File: src/rtl/branch_resolver.sv
// rtl/branch_resolver.sv - EX-stage branch check, 2-bit BHT update, mispredict flush/redirect; optional BRANCH_STATS_EN
module branch_resolver #(
    parameter int DATA_WIDTH = 32,
    parameter int BHT_IDX_W  = 6
) (
    input  logic                  clk,
    input  logic                  reset,
    input  logic [DATA_WIDTH-1:0] if_pc,
    output logic                  if_pred_taken,
    input  logic                  ex_branch,
    input  logic                  ex_stall,
    input  logic [DATA_WIDTH-1:0] ex_pc,
    input  logic                  ex_pred_taken,
    input  logic [DATA_WIDTH-1:0] ex_pred_target,
    input  logic                  ex_taken,
    input  logic [DATA_WIDTH-1:0] ex_target,
    output logic                  flush_out,
    output logic                  redirect_valid,
    output logic [DATA_WIDTH-1:0] redirect_pc
`ifdef BRANCH_STATS_EN
    ,
    output logic [31:0]           stat_branches,
    output logic [31:0]           stat_mispredicts
`endif
);

    localparam int BHT_SIZE = 1 << BHT_IDX_W;

    logic [1:0]            bht [BHT_SIZE];
    logic [BHT_IDX_W-1:0]  if_idx;
    logic [BHT_IDX_W-1:0]  ex_idx;
    logic [1:0]            bht_cur;
    logic [1:0]            bht_next;
    logic                  resolve;
    logic                  mispredict;
    logic [DATA_WIDTH-1:0] seq_pc;
    logic [DATA_WIDTH-1:0] fix_pc;
    logic                  unused_bits;

    assign if_idx  = if_pc[BHT_IDX_W+1:2];
    assign ex_idx  = ex_pc[BHT_IDX_W+1:2];
    assign bht_cur = bht[ex_idx];

    // Lookup reads the stored counter only; an update in the same cycle is not forwarded.
    assign if_pred_taken = bht[if_idx][1];

    // A branch in EX while a flush is out is on the wrong path and must be squashed.
    assign resolve = ex_branch & ~ex_stall & ~flush_out;

    // Fall-through PC ignores the byte-offset bits and wraps naturally.
    assign seq_pc = {ex_pc[DATA_WIDTH-1:2], 2'b00} + DATA_WIDTH'(4);

    assign redirect_valid = flush_out;

    assign unused_bits = ^{if_pc[DATA_WIDTH-1:BHT_IDX_W+2], if_pc[1:0], ex_pc[1:0]};

    // Classify the prediction and choose the corrective fetch address.
    always_comb begin
        mispredict = 1'b0;
        fix_pc     = ex_target;
        if (ex_pred_taken && !ex_taken) begin
            mispredict = 1'b1;
            fix_pc     = seq_pc;
        end else if (!ex_pred_taken && ex_taken) begin
            mispredict = 1'b1;
        end else if (ex_pred_taken && ex_taken && (ex_pred_target != ex_target)) begin
            mispredict = 1'b1;
        end
    end

    // Saturating step of the resolved branch's counter.
    always_comb begin
        bht_next = bht_cur;
        if (ex_taken) begin
            if (bht_cur != 2'b11) bht_next = bht_cur + 2'b01;
        end else begin
            if (bht_cur != 2'b00) bht_next = bht_cur - 2'b01;
        end
    end

    // One-cycle flush and redirect register; redirect_pc keeps its last value between flushes.
    always_ff @(posedge clk or negedge reset) begin
        if (!reset) begin
            flush_out   <= 1'b0;
            redirect_pc <= '0;
        end else begin
            flush_out <= resolve & mispredict;
            if (resolve && mispredict) redirect_pc <= fix_pc;
        end
    end

    // Predictor table: every resolved branch trains its entry, right or wrong.
    always_ff @(posedge clk or negedge reset) begin
        if (!reset) begin
            for (int i = 0; i < BHT_SIZE; i++) bht[i] <= 2'b01;
        end else if (resolve) begin
            bht[ex_idx] <= bht_next;
        end
    end

`ifdef BRANCH_STATS_EN
    // Saturating event counters for resolves and mispredicts.
    always_ff @(posedge clk or negedge reset) begin
        if (!reset) begin
            stat_branches    <= '0;
            stat_mispredicts <= '0;
        end else if (resolve) begin
            if (stat_branches != 32'hFFFF_FFFF) stat_branches <= stat_branches + 32'd1;
            if (mispredict && stat_mispredicts != 32'hFFFF_FFFF)
                stat_mispredicts <= stat_mispredicts + 32'd1;
        end
    end
`endif

endmodule

File: config.mk
export PLATFORM = sky130hd
export DESIGN_NAME = branch_resolver
export DESIGN_NICKNAME = d
export VERILOG_FILES = /design/src/rtl/branch_resolver.sv
export SDC_FILE = /design/constraint.sdc
export NUM_CORES = 1
export LEC_CHECK = 0
export CORE_UTILIZATION = 53
export DETAILED_ROUTE_END_ITERATION = 6
export HOLD_SLACK_MARGIN = 0.12
export MAX_ROUTING_LAYER = met4
export PLACE_DENSITY_LB_ADDON = 0.12
export SLEW_MARGIN = 20
export SYNTH_ARGS = -nofsm -noshare
export SYNTH_HDL_FRONTEND = slang
export SYNTH_SLANG_ARGS = --single-unit
File: constraint.sdc
create_clock -name clk -period 6.84 [get_ports clk]
set_input_delay 2.052 -clock clk [delete_from_list [all_inputs] [get_ports clk]]
set_output_delay 2.052 -clock clk [all_outputs]
set_load 0.02 [all_outputs]
* After elaboration in Yosys (flattened, before gate mapping)
Cells that the tools add are included.
** Word-level totals
- Bits of input ports :: 134
- Output and inout port bits :: 35
- Flip-flop bits (word level) :: 161
- Word-level logic and storage cells :: 106
** Operators by class
- Reductions and logical operators :: 9
- Muxes and demuxes :: 16
- Bitwise gates (word level) :: 7
- $add $sub $neg :: 3
- Eq/ne operators :: 2
- $lt $le $gt $ge :: 3
** Operators by type and width (number)
- $bwmux W128 :: 1
- $add A32 B3 Y32 const B :: 1
- $mux W32 :: 1
- $ne A32 B32 Y1 :: 1
- $bmux W2 S6 :: 2
- $mux W2 :: 8
- $ge A7 B7 Y1 const B :: 2
- $not A6 Y7 :: 2
- $demux W2 S6 :: 1
- $lt A7 B1 Y1 const B :: 1
- $logic_and A1 B1 Y1 :: 6
- $and A1 B1 Y1 :: 3
- $mux W1 :: 3
- $add A2 B1 Y2 const B :: 1
- $logic_not A1 Y1 :: 2
- $ne A2 B2 Y1 const B :: 1
- $not A1 Y1 :: 2
- $reduce_bool A2 Y1 :: 1
- $sub A2 B1 Y2 const B :: 1

* Depth between registers and ports, before layout
Gate-level depths: netlist of run 1.
- Word-level depth :: 8
- Gate-level depth with buffers :: 12
- Gate-level depth less buffers :: 8

* Least setup slack after synthesis of run 1
Ideal clock, no wire load.
- Path type :: input to output
- From :: input port if_pc[2]
- To :: output port if_pred_taken
- Setup slack :: 0.255 ns
- Required time :: 4.788 ns
- Arrival time :: 4.533 ns
- Path buffers :: 2
- Stages on the path :: 5
- Cell sequence :: clkbuf_1 > buf_1 > mux4_2 > mux4_2 > mux4_2
** Between the ends
- Cells in the longest elaborated chain, start to end :: 4
** RTL lines
- from (decl) :: line 8 : input logic [DATA_WIDTH-1:0] if_pc,
- $not A6 Y7 (not written as such) :: line 45 : assign if_pred_taken = bht[if_idx][1];
- $bmux W2 S6 :: line 45
- $mux W2 (not written as such) (2 in series) :: line 45
- to (decl) :: line 9 : output logic if_pred_taken,
Every way passes these cells. The select of a mux whose other input is x is not followed.

* Worst setup path after layout of run 1
Same ends and word-level chain as after synthesis.

==> results.py, run 1 <==
metrics = {
    "outcome": {
        "status": "finished clean",
    },
    "setup_path": {
        "rr_endpoint": "bht[4]",
        "r2r-start": "bht[92]",
        "crit_chain": "clkdlybuf4s50_1 -> buf_12 -> mux4_2 -> mux4_2 -> mux4_2 -> dlygate4sd2_1",
        "r2r_cells": 8,
        "cp_max_fo": 16,
        "cp_slowest_cell": "mux4_2",
        "crit_type": "in -> out",
        "crit_path_end_kind": "output port",
        "r2r_slack_ns": 3.62,
        "cpPeakStageDelay_ns": 0.52,
        "crit_required_ns": 4.79,
        "start_kind": "input port",
        "path_common_cell": "mux4_2",
        "cp.arrival_ns": 4.63,
    },
    "hold_path": {
        "hold_path_class": "reg -> reg",
        "hold_end": "bht[108]",
        "worstHoldStart": "bht[108]",
        "hold_depth": 2,
    },
    "layout": {
        "stdcell_count": 1228,
        "multi_input_area_um2": 4795,
        "area_growth_pct": 24.17,
        "regArea_um2": 4109,
        "antenna_cells": 0,
        "drive_gt1_share_pct": 25.60,
        "design_area_um2": 11420,
        "fin_nets": 1130,
        "fillers": 1295,
    },
    "flow_run": {
        "maxCapViolCount": 0,
    },
    "die": {
        "fp-row-count": 47,
        "die_w_um": 133.7,
        "design.core.area_um2": 16760,
        "dieArea_um2": 17880,
        "floorplan.initialDensity_pct": 54.86,
        "dieHeight_um": 133.7,
        "pin_count": 169,
    },
    "power_and_ir_drop": {
        "power_mw": 2.640,
        "p_sw_share_pct": 26.30,
        "seqPwrFrac_pct": 41.9,
        "p_int_mw": 1.946,
        "p_clk_share_pct": 38.8,
        "leakage_nw": 4.602,
        "comb_power_share_pct": 19.2,
        "power_switching_mw": 0.6943,
        "powerDensity_nw_per_um2": 231.3,
        "ir_drop_uv": 232.0,
    },
    "sta": {
        "fmax_mhz": 149.6,
        "finalCritPeriodShare_pct": 97.73,
        "period_needed_ns": 6.685,
        "tns_ns": 0,
        "rsz0062_at_grt": "no",
        "clock_skew_ns": 0.006528,
        "tightest_slew_ns": 1.237,
        "max_slew_margin_pct": 17.06,
        "setup_viol": 0,
        "finalHoldViolations": 0,
        "fin_ws_ns": 0.1553,
        "slew_violations": 0,
    },
    "detailed_routing": {
        "drc": 0,
        "drt-total-wl_um": 26390,
        "wl_per_cell_um": 21.49,
        "first_pass_iters": 5,
        "via_count": 7323,
        "antenna_left": 0,
        "drt-initial-drc-count": 717,
        "vias_per_cell": 5.963,
    },
    "grt": {
        "grt_pass1_vias": 7101,
        "grt-ovfl-total": 0,
        "grt_start_max_net_pins": 117,
        "grt_first_pass_wirelength_um": 41000,
        "antenna_found_initial": 0,
        "grt_use_total_pct": 31.58,
    },
    "synth": {
        "synth_area_leaders": "dfrtp_1, dfstp_2, mux2_2, nand2_1, mux4_2",
        "synth_top_area_share_pct": 26.40,
        "syn_area_per_cell_um2": 10.57,
        "synthDominantAreaCellType": "dfrtp_1",
        "netlist_instances": 870,
        "yosys_warnings": 0,
        "ys_types": 62,
        "synth_seq_cells": 161,
        "synth_edf_count": 0,
        "synthFlopType": "dfrtp_1",
        "synth_nets": 1005,
        "syn_area_um2": 9195,
        "ys_seq_area_share_pct": 44.69,
        "async_flop_share_pct": 100.0,
    },
    "clock_network": {
        "ctsLongestPathBuffers": 2,
        "htreeDepth": 4,
        "cts_tree": "built",
        "clk_latency_ns": 0.43,
        "cts_root_buf": "clkbuf_16",
        "cts.clk_slew.worst_paths_ns": 0.06,
        "clock-sinks": 161,
        "postCtsHoldBufs": 0,
        "numCtsBuffers": 17,
    },
    "placed_design": {
        "io_buffers": 140,
        "preCtsSetupSlack_ns": -0.06841,
        "gp_congestion": 0.8969,
        "post-place-cells": 1196,
        "dpl_cell_area_um2": 10780,
        "dpl.hpwl_um": 18500,
    },
}
-- cells by family after synthesis --
group / after synthesis / synth area share (%)
compound gates: 139 / 8.614
xor+xnor: 60 / 5.715
fa+ha+maj: 3 / 0.3946
buf+inv: 62 / 3.524
flops: 161 / 44.69
mux: 159 / 23.20
simple gates: 286 / 13.87
-- worst max-delay path: cells and delay by family --
| kind | cells | cell delay, ns |
|---|---|---|
| buffers and inverters | 3 | 1.04 |
| multiplexers | 3 | 1.53 |
-- sequential cells by signal (all words and copies together) (netlist names) --
| register | flops |
|---|---|
| flush_out | 1 |
| redirect_pc | 32 |
| bht | 128 |
-- metrics by stage --
| step | util [%] | hold slack, ns |
|---|---|---|
| CTS | 68.11 | 0.4773 |
| global placement | 64.33 | 0.4624 |
| detailed placement | 64.34 | 0.4688 |
| finish | 68.12 | 0.4740 |
| global route | 68.12 | 0.4868 |
| floorplan | - | 0.4547 |
-- routing by layer --
layer  vias up  global-route usage (%)  routed length [µm]
li1       3382                       -                   -
met3        33                   4.490                1492
met1      3655                   42.97               11510
met2       253                   48.93               12910
met4         0                   10.04                 476
met5         -                       -                   0
-- final cells by class --
cell class | count | share of cell area, %
well taps | 220 | 2.411
flip-flops and latches | 161 | 35.99
inverters | 8 | 0.2630
clock inverters | 8 | 1.315
repair buffers | 160 | 13.81
multi-input cells | 647 | 41.99
clock buffers | 24 | 4.219
-- cell usage after synthesis, types with 2 or more instances --
library cell,count
o211ai_1,3
mux4_1,3
a211oi_1,3
mux2_2,102
inv_1,8
dfstp_2,64
nor3b_1,4
mux4_2,28
nand3b_1,2
buf_6,7
buf_1,8
nor3_1,14
a31oi_1,5
dfrtp_1,97
buf_2,9
a221oi_1,3
xor2_1,35
o22ai_1,3
nand4_1,8
nor2b_1,4
nand2_1,184
a21oi_1,7
mux2i_1,25
o2bb2ai_1,4
and3b_1,2
o21ai_0,98
nor4_1,13
and3_1,7
nand3_1,16
xnor2_1,25
nand2b_1,2
clkbuf_1,24
or4_1,3
buf_4,4
nor2_1,19
-- repair_timing --
item,in CTS,in global routing
setup buffers,0,0
gates resized for setup,1,0
endpoints found under the setup margin,1,0
-- worst max-delay path by stage --
stage,start,to,slack (ns),cells past startpoint
2_1_floorplan,if_pc[2],if_pred_taken,0.25,5
3_3_place_gp,if_pc[2],if_pred_taken,-0.07,6
3_5_place_dp,if_pc[2],if_pred_taken,-0.07,6
4_1_cts,if_pc[2],if_pred_taken,0.16,6
5_1_grt,if_pc[2],if_pred_taken,0.08,6
6_report,if_pc[2],if_pred_taken,0.16,6
-- power groups by stage --
stage                     combinational [mW]  sequential (mW)  clock [mW]
after floorplan                        0.204             1.16           0
after CTS                              0.509             1.11        1.04
after global routing                   0.543             1.12        1.08
after detailed placement               0.507             1.12           0
after global placement                 0.501             1.12           0
final                                  0.508             1.11        1.03
-- cells in the final DEF (no fill, tap or decap), drive strengths merged, types with 3 or more instances in the layout --
cell type / instances
mux2i: 25
clkbuf: 25
o211ai: 3
and3: 7
nand3: 16
dfstp: 64
o22ai: 3
nor3: 14
xor2: 35
inv: 9
nand2: 184
bufinv: 4
o2bb2ai: 4
or4: 3
a21oi: 7
nand4: 8
o21ai: 99
xnor2: 25
mux4: 32
nor3b: 4
nor2b: 4
a221oi: 3
buf: 23
nor4: 13
a31oi: 5
dfrtp: 97
mux2: 102
nor2: 19
a211oi: 3
clkdlybuf4s50: 135
Power figures use the tool's default switching activity.
==> run 2, diff against run 1 <==
--- a/config.mk
+++ b/config.mk
@@ -5,8 +5,9 @@
 export SDC_FILE = /design/constraint.sdc
 export NUM_CORES = 1
 export LEC_CHECK = 0
-export CORE_UTILIZATION = 53
+export CORE_UTILIZATION = 55
 export DETAILED_ROUTE_END_ITERATION = 6
+export DONT_BUFFER_PORTS = 1
 export HOLD_SLACK_MARGIN = 0.12
 export MAX_ROUTING_LAYER = met4
 export PLACE_DENSITY_LB_ADDON = 0.12
==> constraint.sdc (replaced) <==
create_clock -name clk -period 6.84 [get_ports clk]
set_input_delay 1.368 -clock clk [delete_from_list [all_inputs] [get_ports clk]]
set_output_delay 1.368 -clock clk [all_outputs]
set_load 0.02 [all_outputs]
==> run 2 against run 1 <==
- total power down 12%
- sequential power up 5%
- largest power group unchanged
- setup slack gained 2.3 ns
- critical path type unchanged
- worst hold slack improved by 0.0031 ns
- fmax rose by 53%
- clock-buffer cell count decreased by 7
- critical endpoint unchanged
- critical path depth shrank 3
- routed wire length decreased by 5.8%
- clock power shrank 11%
==> results.py, run 2 (synthesized netlist as in run 1, its figures left out) <==
metrics = {
    "clock_network": {
        "clock-sinks": 161,
        "cts_tree": "built",
        "cts_setup_buffers": 0,
        "htreeDepth": 4,
        "ctsLongestPathBuffers": 2,
        "postCtsHoldBufs": 0,
        "clk_latency_ns": 0.43,
        "cts_root_buf": "clkbuf_16",
        "numCtsBuffers": 17,
        "cts.clk_slew.worst_paths_ns": 0.06,
        "post_cts_resized": 0,
    },
    "power_and_ir_drop": {
        "leakage_nw": 3.941,
        "ir_drop_uv": 162.1,
        "powerDensity_nw_per_um2": 235.6,
    },
    "hold_path": {
        "worstHoldStart": "bht[118]",
        "hold_path_class": "reg -> reg",
        "hold_end": "bht[118]",
        "hold_depth": 2,
    },
    "grt": {
        "antenna_found_initial": 1,
        "grt_use_total_pct": 30.57,
        "grt_first_pass_wirelength_um": 38630,
        "grt_start_max_net_pins": 162,
        "grt-ovfl-total": 0,
        "grt_pass1_vias": 6706,
    },
    "layout": {
        "layout_common_cells": "nand2_1, mux2_2, o21ai_0",
        "top_register": "bht",
        "drive_gt1_share_pct": 28.54,
        "largest_reg_flops": 128,
        "final_common_cell": "nand2_1",
        "fin_util_pct": 60.94,
        "fin_nets": 977,
        "reg_top3": "bht x128, redirect_pc x32, flush_out x1",
        "area_growth_pct": 6.804,
    },
    "sta": {
        "tns_ns": 0,
        "clock_skew_ns": 0.008351,
        "period_needed_ns": 4.356,
        "slew_violations": 0,
        "max_slew_margin_pct": 31.59,
        "finalHoldViolations": 0,
        "finalCritPeriodShare_pct": 63.68,
        "fmax_mhz": 229.6,
        "fin_ws_ns": 2.484,
        "rsz0062_at_grt": "no",
        "setup_viol": 0,
        "tightest_slew_ns": 1.021,
    },
    "setup_path": {
        "r2r_cells": 8,
        "rr_endpoint": "bht[10]",
        "critical_path_buf_inv_count": 0,
        "crit_chain": "mux4_2 -> mux4_2 -> mux4_2",
        "cpPeakStageDelay_ns": 0.59,
        "crit_type": "in -> out",
        "r2r_slack_ns": 3.28,
        "cp_max_fo": 16,
        "start_kind": "input port",
        "path_common_cell": "mux4_2",
        "crit_required_ns": 5.47,
        "crit_family": "multiplexers",
        "crit_cells": 3,
        "cp.arrival_ns": 2.99,
        "r2r-start": "bht[84]",
        "crit_path_end_kind": "output port",
        "cp_slowest_cell": "mux4_2",
    },
    "detailed_routing": {
        "antenna_left": 0,
        "first_pass_iters": 5,
        "drt-initial-drc-count": 444,
        "wl_per_cell_um": 23.18,
        "vias_per_cell": 6.304,
        "drt-total-wl_um": 24850,
        "via_count": 6758,
        "drc": 0,
    },
    "die": {
        "floorplan.initialDensity_pct": 57.06,
        "pin_count": 169,
        "die_w_um": 131.3,
        "dieHeight_um": 131.3,
        "dieArea_um2": 17240,
        "fp-row-count": 46,
        "design.core.area_um2": 16120,
    },
    "flow_run": {
        "maxCapViolCount": 0,
    },
    "outcome": {
        "status": "finished clean",
    },
    "placed_design": {
        "io_buffers": 0,
        "dpl.hpwl_um": 17070,
        "gp_congestion": 0.9616,
        "preCtsSetupSlack_ns": 2.266,
    },
}
run 2: changes by cell type in the layout (fill, tap and decap cells not counted), sizes merged:
cell / delta
clkdlybuf4s50: -135
clkinv: +6
buf: -16
dlygate4sd2: -1
bufinv: -3
inv: +3
clkinvlp: +1
clkbuf: -8
diode: +1
run 2: worst max-delay path by stage:
stage	end	slack [ns]	start
after floorplan	if_pred_taken	1.62	if_pc[2]
after global placement	bht[66]	2.36	ex_pc[2]
after detailed placement	bht[10]	2.27	ex_pc[2]
after CTS	if_pred_taken	2.49	if_pc[2]
after global routing	if_pred_taken	2.49	if_pc[2]
final	if_pred_taken	2.48	if_pc[2]
run 2: area by class of cell:
type | count | area, µm²
diodes | 1 | 2.502
repair buffers | 7 | 52.55
well taps | 216 | 270.3
fillers | 1330 | 6295
flip-flops and latches | 161 | 4109
inverters | 8 | 30.03
clock inverters | 15 | 136.4
multi-input cells | 647 | 4795
clock buffers | 17 | 425.4
run 2: stage by stage:
stage	instance area (µm²)	power, mW	hold slack [ns]	instances
global placement	9251	1.399	0.4615	1039
global route	9821	2.399	0.4947	1072
floorplan	9195	1.368	0.4547	870
CTS	9813	2.327	0.4810	1071
finish	9821	2.314	0.4771	1072
detailed placement	9251	1.411	0.4693	1039
run 2: routing by layer:
| layer | global-route usage, % | wire length, µm | up-vias |
|---|---|---|---|
| li1 | - | - | 3062 |
| met1 | 38.73 | 10120 | 3332 |
| met2 | 46.90 | 11820 | 302 |
| met3 | 7.407 | 1948 | 62 |
| met4 | 13.24 | 964 | 0 |
| met5 | - | 0 | - |
run 2: where the power goes:
group	internal, mW	switching (mW)
Clock	0.505	0.414
Sequential	1.06	0.117
Combinational	0.114	0.108
Total	1.68	0.638
run 2: worst reg2reg max path: stages (launching register included):
cell and delay, ns:
dfstp_2 0.37, mux4_1 0.51, mux2_2 0.29, nand2_1 0.13, o311ai_0 0.13, or4b_1 0.62, maj3_1 0.73, buf_4 0.42
o21ai_0 0.26
==> run 3, diff against run 2 <==
==> constraint.sdc (replaced) <==
create_clock -name clk -period 3.8 [get_ports clk]
set_input_delay 0.76 -clock clk [delete_from_list [all_inputs] [get_ports clk]]
set_output_delay 0.76 -clock clk [all_outputs]
set_load 0.02 [all_outputs]
==> run 3 against run 2 <==
- the run now ends with DRC left
- critical path depth is 4 higher
- non-clock buffer count is 13 higher
- sequential cell count stayed put
- setup slack worse by 1.9 ns
- critical endpoint is now bht[39]
==> results.py, run 3 (synthesized netlist as in run 1, its figures left out) <==
metrics = {
    "outcome": {
        "status": "finished with violations",
        "violations": "DRC",
    },
    "setup_path": {
        "r2r_cells": 7,
        "r2r_slack_ns": 0.59,
        "cp_slowest_cell": "maj3_4",
        "cp_max_fo": 64,
        "cpPeakStageDelay_ns": 0.60,
        "rr_endpoint": "bht[39]",
        "critPathLaunch": "bht[9]",
        "crit_path_end": "bht[39]",
        "r2r-start": "bht[9]",
        "crit_chain": "mux4_2 -> mux2i_1 -> nor2_1 -> or3_1 -> or4_1 -> maj3_4 -> mux2_2",
        "crit_type": "reg -> reg",
        "crit_required_ns": 4.11,
        "start_kind": "flop",
        "cp.arrival_ns": 3.52,
        "crit_path_end_kind": "flop",
    },
    "power_and_ir_drop": {
        "leakage_nw": 4.060,
        "ir_drop_uv": 354.3,
        "powerDensity_nw_per_um2": 444.4,
    },
    "clock_network": {
        "cts_root_buf": "clkbuf_16",
        "ctsLongestPathBuffers": 2,
        "cts_tree": "built",
        "clk_latency_ns": 0.43,
        "htreeDepth": 4,
        "cts.clk_slew.worst_paths_ns": 0.06,
        "clock-sinks": 161,
        "numCtsBuffers": 17,
        "post_cts_resized": 0,
    },
    "flow_run": {
        "maxCapViolCount": 0,
    },
    "detailed_routing": {
        "vias_per_cell": 6.387,
        "drc": 1,
        "drt-total-wl_um": 25800,
        "via_count": 6924,
        "wl_per_cell_um": 23.80,
        "drt-initial-drc-count": 493,
        "antenna_left": 0,
        "first_pass_iters": 7,
    },
    "layout": {
        "layout_common_cells": "nand2_1, mux2_2, o21ai_0",
        "drive_gt1_share_pct": 29.03,
        "area_growth_pct": 9.063,
        "top_register": "bht",
        "final_common_cell": "nand2_1",
        "antenna_cells": 0,
        "reg_top3": "bht x128, redirect_pc x32, flush_out x1",
        "fillers": 1302,
        "largest_reg_flops": 128,
        "design_area_um2": 10030,
        "fin_nets": 990,
    },
    "die": {
        "pin_count": 169,
        "die_w_um": 131.3,
        "dieHeight_um": 131.3,
        "floorplan.initialDensity_pct": 57.06,
        "dieArea_um2": 17240,
        "design.core.area_um2": 16120,
        "fp-row-count": 46,
    },
    "grt": {
        "grt_pass1_vias": 7094,
        "grt_start_max_net_pins": 98,
        "grt_first_pass_wirelength_um": 40810,
        "grt_use_total_pct": 32.20,
        "antenna_found_initial": 0,
        "grt-ovfl-total": 0,
    },
    "placed_design": {
        "gp_congestion": 0.9591,
        "io_buffers": 0,
        "dpl_cell_area_um2": 9340,
        "dpl.hpwl_um": 17510,
    },
    "sta": {
        "rsz0062_at_grt": "no",
        "max_slew_margin_pct": 35.59,
        "period_needed_ns": 3.211,
        "finalHoldViolations": 0,
        "finalCritPeriodShare_pct": 84.51,
        "fmax_mhz": 311.4,
        "tightest_slew_ns": 0.9628,
        "slew_violations": 0,
        "clock_skew_ns": 0.008716,
        "tns_ns": 0,
        "setup_viol": 0,
    },
    "hold_path": {
        "hold_path_class": "in -> async",
    },
}
[run 3: layout make-up]
class                      instances  area, µm²  area share, %
clock inverter                    12      203.9          2.034
multi-input combinational        647       4776          47.62
sequential                       161       4109          40.97
clock buffer                      20      456.7          4.554
tap                              216      270.3          2.695
timing repair buffer              20      182.7          1.822
inverter                           8      30.03         0.2994
[run 3: worst min-delay path by stage]
stage / startpoint / endpoint / slack, ns
floorplan: bht[58] / bht[58] / 0.45
global placement: bht[86] / bht[86] / 0.46
detailed placement: reset / redirect_pc[9] / 0.47
CTS: reset / bht[82] / 0.16
global route: reset / bht[80] / 0.15
finish: reset / bht[86] / 0.17
[run 3: critical path: cells and delay by family, from the launching register on]
| kind | cells | cell delay [ns] |
|---|---|---|
| fa+ha+maj | 1 | 0.60 |
| flops | 1 | 0.40 |
| simple gates | 3 | 1.05 |
| mux | 3 | 1.00 |
[run 3: per-stage QoR]
step	std cells	worst slack, ns	utilization [%]	hold WS [ns]	power, mW
after floorplan	870	0.04376	-	0.4547	2.463
after global placement	1051	0.2145	57.96	0.4620	2.527
after detailed placement	1051	0.2030	57.96	0.4682	2.550
after CTS	1084	0.5849	62.23	0.1601	4.480
after global routing	1084	0.4660	62.23	0.1516	4.608
final	1084	0.5885	62.23	0.1742	4.457
[run 3: power by group]
part	switching, mW	total (mW)	internal (mW)
clock	0.706	1.91	1.20
combinational	0.216	0.430	0.214
sequential	0.212	2.12	1.90
total	1.13	4.46	3.32
[run 3: repair_timing]
action	CTS	global route
hold buffers	1	0
endpoints found under the setup margin	0	0
hold endpoints to repair	97	0
buffers inserted	0	0
[run 3: routing by layer]
layer	global-route usage (%)	routed length (µm)	share of wire [%]
met2	48.73	12070	47
met3	8.488	2289	8.9
met1	38.88	10100	39
met5	-	0	0
met4	19.06	1342	5.2
